### src/rtl/adpll_pi.sv
// All-digital PLL core: multiplier phase detector, cascaded accumulate-and-dump
// decimators, saturating PI loop filter, lock detector. Optional: ADPLL_PI_ANTIWINDUP_EN.
module adpll_pi #(
  parameter int DW       = 16,
  parameter int DEC_LOG2 = 3,
  parameter int STAGES   = 3,
  parameter int OW       = 24,
  parameter int KP_SH    = 4,
  parameter int KI_SH    = 0,
  parameter int LOCK_TH  = 64,
  parameter int LOCK_CNT = 16
) (
  input  logic                 clk,
  input  logic                 rst_n,
  input  logic                 in_valid,
  input  logic signed [DW-1:0] a,
  input  logic signed [DW-1:0] b,
  output logic signed [OW-1:0] df,
  output logic                 df_valid,
  output logic signed [DW-1:0] err,
  output logic                 locked
);

  localparam int DEC = 1 << DEC_LOG2;
  localparam int AW  = DW + DEC_LOG2;
  localparam int CW  = (DEC_LOG2 > 0) ? DEC_LOG2 : 1;
  localparam int SH  = (KP_SH > KI_SH) ? KP_SH : KI_SH;
  localparam int IW  = OW + SH + 2;
  localparam int LCW = $clog2(LOCK_CNT + 1);

  localparam logic signed [IW-1:0] MAXV = {{(IW-OW+1){1'b0}}, {(OW-1){1'b1}}};
  localparam logic signed [IW-1:0] MINV = {{(IW-OW+1){1'b1}}, {(OW-1){1'b0}}};

  function automatic logic signed [OW-1:0] sat(input logic signed [IW-1:0] v);
    if (v > MAXV)      return OW'(MAXV);
    else if (v < MINV) return OW'(MINV);
    else               return OW'(v);
  endfunction

  // Phase detector: keep the top DW bits of the exact 2*DW product.
  logic signed [2*DW-1:0] w_prod;
  logic signed [DW-1:0]   r_p;
  logic                   r_pv;

  assign w_prod = a * b;

  always_ff @(posedge clk) begin
    if (!rst_n) begin
      r_p  <= '0;
      r_pv <= 1'b0;
    end else begin
      r_pv <= in_valid;
      if (in_valid) r_p <= DW'(w_prod >>> DW);
    end
  end

  // Decimator chain; element k feeds stage k, element STAGES is the filter input.
  logic signed [DW-1:0] w_sx [STAGES+1];
  logic                 w_sv [STAGES+1];

  assign w_sx[0] = r_p;
  assign w_sv[0] = r_pv;

  for (genvar k = 0; k < STAGES; k++) begin : g_dec
    logic signed [AW-1:0] r_acc;
    logic signed [AW-1:0] w_sum;
    logic [CW-1:0]        r_cnt;
    logic signed [DW-1:0] r_out;
    logic                 r_ov;

    assign w_sum = r_acc + AW'(w_sx[k]);

    always_ff @(posedge clk) begin
      if (!rst_n) begin
        r_acc <= '0;
        r_cnt <= '0;
        r_out <= '0;
        r_ov  <= 1'b0;
      end else begin
        r_ov <= 1'b0;
        if (w_sv[k]) begin
          if (r_cnt == CW'(DEC - 1)) begin
            r_out <= DW'(w_sum >>> DEC_LOG2);
            r_acc <= '0;
            r_cnt <= '0;
            r_ov  <= 1'b1;
          end else begin
            r_acc <= w_sum;
            r_cnt <= r_cnt + 1'b1;
          end
        end
      end
    end

    assign w_sx[k+1] = r_out;
    assign w_sv[k+1] = r_ov;
  end

  // Loop filter
  logic signed [DW-1:0] w_e;
  logic                 w_ev;
  logic signed [IW-1:0] w_eext;
  logic signed [IW-1:0] w_ki;
  logic signed [IW-1:0] w_kp;
  logic signed [OW-1:0] r_int;
  logic signed [IW-1:0] w_isum;
  logic signed [OW-1:0] w_inew;
  logic signed [IW-1:0] w_dsum;
  logic                 w_hold;

  assign w_e    = w_sx[STAGES];
  assign w_ev   = w_sv[STAGES];
  assign w_eext = IW'(w_e);
  assign w_ki   = w_eext <<< KI_SH;
  assign w_kp   = w_eext <<< KP_SH;
  assign w_isum = IW'(r_int) + w_ki;

`ifdef ADPLL_PI_ANTIWINDUP_EN
  // Flags describe the previous df; the integrator freezes while e pushes further into the rail.
  logic r_sat_pos;
  logic r_sat_neg;

  assign w_hold = (r_sat_pos && (w_e > 0)) || (r_sat_neg && (w_e < 0));
`else
  assign w_hold = 1'b0;
`endif

  assign w_inew = w_hold ? r_int : sat(w_isum);
  assign w_dsum = IW'(w_inew) + w_kp;

  // Lock detector; |e| is DW+1 bits so the most negative sample has a true magnitude.
  logic [DW:0]     w_abs;
  logic [LCW-1:0]  r_lcnt;
  logic [LCW-1:0]  w_lnext;

  assign w_abs   = w_e[DW-1] ? (DW+1)'(-(DW+1)'(w_e)) : (DW+1)'(w_e);
  assign w_lnext = (r_lcnt == LCW'(LOCK_CNT)) ? r_lcnt : r_lcnt + 1'b1;

  always_ff @(posedge clk) begin
    if (!rst_n) begin
      df       <= '0;
      df_valid <= 1'b0;
      err      <= '0;
      locked   <= 1'b0;
      r_int    <= '0;
      r_lcnt   <= '0;
`ifdef ADPLL_PI_ANTIWINDUP_EN
      r_sat_pos <= 1'b0;
      r_sat_neg <= 1'b0;
`endif
    end else begin
      df_valid <= 1'b0;
      if (w_ev) begin
        df_valid <= 1'b1;
        err      <= w_e;
        r_int    <= w_inew;
        df       <= sat(w_dsum);
`ifdef ADPLL_PI_ANTIWINDUP_EN
        r_sat_pos <= (w_dsum > MAXV);
        r_sat_neg <= (w_dsum < MINV);
`endif
        if (w_abs < (DW+1)'(LOCK_TH)) begin
          r_lcnt <= w_lnext;
          locked <= (w_lnext == LCW'(LOCK_CNT));
        end else begin
          r_lcnt <= '0;
          locked <= 1'b0;
        end
      end
    end
  end

endmodule

### config.mk
export PLATFORM = sky130hd
export DESIGN_NAME = adpll_pi
export DESIGN_NICKNAME = d
export VERILOG_FILES = /design/src/rtl/adpll_pi.sv
export SDC_FILE = /design/constraint.sdc
export NUM_CORES = 1
export LEC_CHECK = 0
export CAP_MARGIN = 20
export CORE_MARGIN = 4
export CORE_UTILIZATION = 57
export DETAILED_ROUTE_END_ITERATION = 7
export GPL_ROUTABILITY_DRIVEN = 0
export PLACE_DENSITY = 0.76
export SETUP_SLACK_MARGIN = 0.05
export SLEW_MARGIN = 10
export SYNTH_ARGS = -nofsm -noshare
export SYNTH_HDL_FRONTEND = slang
export SYNTH_SLANG_ARGS = --single-unit
### constraint.sdc
create_clock -name clk -period 9.41 [get_ports clk]
set_input_delay 1.882 -clock clk [delete_from_list [all_inputs] [get_ports clk]]
set_output_delay 1.882 -clock clk [all_outputs]
set_load 0.02 [all_outputs]
==> results.md <==
## Drt
• **drt pass-1 iters** 5
• **met1 layer wirelength in the final routing** 22200 um
• **Avg Vias per Cell** 5.72
• **DRC viols** 0
• **count of vias placed by the detailed router** 17300
• **remaining number of nets flagged by the antenna check after routing** 0
• **top layer used by detailed routing** met5
• **overall routed net length** 51700 um
• **met3 wire length** 3240 um
• **Routed met2 length** 24700 um
• **drt wl/cell** 17.0 um
• **initial detailed-routing violation count** 1156

## Layout
• **net total in the final layout** 2996
• **most frequent standard cell in the layout excluding fill and tap cells** sky130_fd_sc_hd__inv_1
• **most used cells in the layout excluding fill and tap cells** sky130_fd_sc_hd__inv_1, sky130_fd_sc_hd__fa_1, sky130_fd_sc_hd__nand2_1
• **number of antenna cells inserted** 0
• **Layout Utilization** 0.638
• **fraction of layout cells with a size suffix above 1** 0.0332
• **fill cell total of the finished layout** 3080
• **synthesis-to-finish area growth** 9.37%

## Synth
• **count of state elements after synthesis** 205
• **Synth Area in Compound Gates** 0.130
• **post-synthesis sequential area ratio** 0.190
• **main combinational cell family by area after synthesis** adder cells
• **average cell area after synthesis** 8.67 um2
• **mux share of post-synthesis cell area** 0.0228
• **EDFF count, synth** 0
• **number of warning messages in the yosys log** 0
• **unique cell type count in the Yosys netlist** 75
• **cells after synthesis** 2487
• **adder-cell area share of the yosys netlist** 0.367
• **net count after synthesis** 2973
• **Post-Synth Simple-Gate Area** 0.175
• **asr flop ratio synth** 0
• **Primary FF master, synth** sky130_fd_sc_hd__dfxtp_1
• **area share of xor/xnor cells in the synthesized design** 0.0444
• **post-synthesis instance area** 0.0216 mm2

## Setup path
• **top cell family by delay on the critical path** adder cells
• **required time of the critical path** 9800 ps
• **crit-path most repeated cell** sky130_fd_sc_hd__fa_1
• **stage delay of the slowest cell on the critical path** 940 ps
• **worst-path cell chain** clkdlybuf4s50_1, nand2_1, fa_1, inv_1, fa_1, inv_1, fa_1, inv_1, fa_1, inv_1, fa_1, inv_1, fa_1, ha_1, a21oi_1, o21a_1, nand2_1, o2111ai_1, nor3_1, or2_2, and3_1, a211oi_1, xnor2_1, o21ai_0
• **nature of the critical path startpoint** primary input
• **highest net fanout along the worst path** 16
• **Critical Path End Type** flip-flop
• **type of the worst setup path** primary input to flip-flop
• **slowest cell on the critical path** sky130_fd_sc_hd__clkdlybuf4s50_1
• **crit path buf inv count** 6
• **data arrival time at the worst-slack endpoint** 8800 ps

## Floorplanning
• **die width** 202 um
• **Core Region** 0.0370 mm2
• **number of primary I/O pins** 77
• **cell row count** 70
• **starting utilization of the core area** 0.583
• **area enclosed by the die boundary** 0.0410 mm2
• **die span in y** 202 um

## Clocking
• **CTS buffer count** 24
• **CTS clk-pin slew, worst paths** 60 ps
• **clock tree from TritonCTS** yes
• **clock tree buffer depth** 3
• **quantity of hold-fixing buffers added after cts** 0
• **post-CTS setup buffers** 0
• **quantity of gates resized following cts** 0
• **clock insertion delay at the later pin of the skew report** 540 ps
• **H-tree level count** 1
• **Root Buffer Master** sky130_fd_sc_hd__clkbuf_16
• **clk sinks** 205

## STA
• **setup repair after global routing missed its margin** false
• **setup-violating endpoint count in the final report** 0
• **Peak Freq** 0.119 GHz
• **max-slew headroom at the worst pin** 0.319
• **Setup TNS** 0 ps
• **Slew Viols, Final** 0
• **portion of the clock cycle consumed by the worst path in the final layout** 0.893
• **Final Skew** 29.2 ps
• **Final Hold Fails** 0
• **worst slew pin tran** 1020 ps
• **post-layout minimum cycle time** 8400 ps

## Outcome
• **run status** finished clean

## GRT
• **number of antenna violations at the first check in global routing** 1
• **via count of the first global-routing pass** 18100
• **first-pass GRT wire length** 88600 um
• **total grt overflow** 0
• **GR Util All Layers** 0.257
• **pin count of the biggest net entering global routing** 73

## Power and ir drop
• **total power density per cell area** 299 mW/mm2
• **peak ir drop on the vdd network** 452 uV
• **leakage component of the power** 0.0108 uW

## Placed design
• **DP HPWL** 39700 um
• **number of port buffers** 76

## Hold path
• **Hold WC Path Type** flip-flop to flip-flop

## Flow run
• **maxcap violations** 0

-- power by group --
part | internal, uW | leakage [uW] | switching (uW)
combinational | 2270 | 0.00871 | 2840
clock | 601 | 0.000416 | 385
sequential | 919 | 0.00166 | 25.1
total | 3790 | 0.0108 | 3250
-- cells by family (layout without fill, tap and decap cells) --
logic type / after synthesis / count (layout)
simple gates: 804 / 804
fa+ha+maj: 478 / 478
flops: 205 / 205
compound gates: 449 / 449
buf+inv: 397 / 438
xor+xnor: 105 / 105
mux: 49 / 49
-- flip-flops by register name, summed over array words and instances, names as in the netlist, 5 cells and up --
name         count
df              24
r_int           24
g_dec.r_cnt      9
g_dec.r_out     48
err             16
r_lcnt           5
g_dec.r_acc     57
r_p             16
-- final timing paths --
check	endpoint	slack, ps	cells after the start	startpoint
setup / recovery	r_p[12]$_SDFFE_PN0P_	1010	24	b[6]
hold / removal	locked$_SDFFE_PN0P_	460	2	locked$_SDFFE_PN0P_
setup reg to reg	df[0]$_SDFFE_PN0P_	2470	22	g_dec[2].r_out[15]$_SDFFE_PN0P_
hold reg to reg	locked$_SDFFE_PN0P_	460	2	locked$_SDFFE_PN0P_
-- metrics by stage --
stage	setup slack [ps]	power (uW)	instances	instance area, um2	hold slack, ps
after floorplan	1730	4960	2487	21600	441
after global placement	586	5920	2987	22700	454
after detailed placement	482	6060	2987	22700	458
after CTS	1000	7120	3031	23600	464
after global routing	627	7880	3032	23600	478
final	1010	7050	3032	23600	461
-- metal layers --
metal	vias to the layer above	global-route usage
met1	8487	0.338
met5	-	0
met2	497	0.436
met4	2	0.0655
li1	8216	-
met3	127	0.0525
-- synthesized netlist by cell type (8+ instances only) --
cell	count	share of area
sky130_fd_sc_hd__nor2b_1	27	0.0078
sky130_fd_sc_hd__o21ai_0	86	0.020
sky130_fd_sc_hd__ha_1	185	0.11
sky130_fd_sc_hd__dfxtp_1	205	0.19
sky130_fd_sc_hd__inv_1	297	0.052
sky130_fd_sc_hd__or2_2	9	0.0026
sky130_fd_sc_hd__nor2_1	236	0.041
sky130_fd_sc_hd__nand2b_1	48	0.014
sky130_fd_sc_hd__a21o_1	37	0.013
sky130_fd_sc_hd__a211oi_1	12	0.0042
sky130_fd_sc_hd__nand2_1	244	0.042
sky130_fd_sc_hd__nand3_1	36	0.0084
sky130_fd_sc_hd__xnor2_1	58	0.024
sky130_fd_sc_hd__mux2i_1	49	0.023
sky130_fd_sc_hd__or3_1	8	0.0023
sky130_fd_sc_hd__and3_1	19	0.0055
sky130_fd_sc_hd__and2_1	110	0.032
sky130_fd_sc_hd__fa_1	266	0.25
sky130_fd_sc_hd__xor2_1	44	0.018
sky130_fd_sc_hd__o21a_1	20	0.0070
sky130_fd_sc_hd__buf_1	13	0.0023
sky130_fd_sc_hd__a22oi_1	20	0.0070
sky130_fd_sc_hd__maj3_1	27	0.013
sky130_fd_sc_hd__a21oi_1	182	0.042
sky130_fd_sc_hd__clkbuf_1	82	0.014
sky130_fd_sc_hd__a211o_1	9	0.0037
sky130_fd_sc_hd__nor3_1	39	0.0091
-- layout make-up --
class                           count  area [um2]  share of cell area
Multi-Input combinational cell   1885       16000               0.677
Sequential cell                   205        4110               0.174
Inverter                          298        1120              0.0476
Timing Repair Buffer               96         910              0.0386
Clock buffer                       33         694              0.0295
Tap cell                          504         631              0.0268
Clock inverter                     11         160             0.00679
-- worst min-delay path, cell delays in order, from the launching register on --
cell                      delay (ps)
sky130_fd_sc_hd__dfxtp_1         300
sky130_fd_sc_hd__nand2_1          60
sky130_fd_sc_hd__a21oi_1          50
Power figures use the tool's default switching activity.
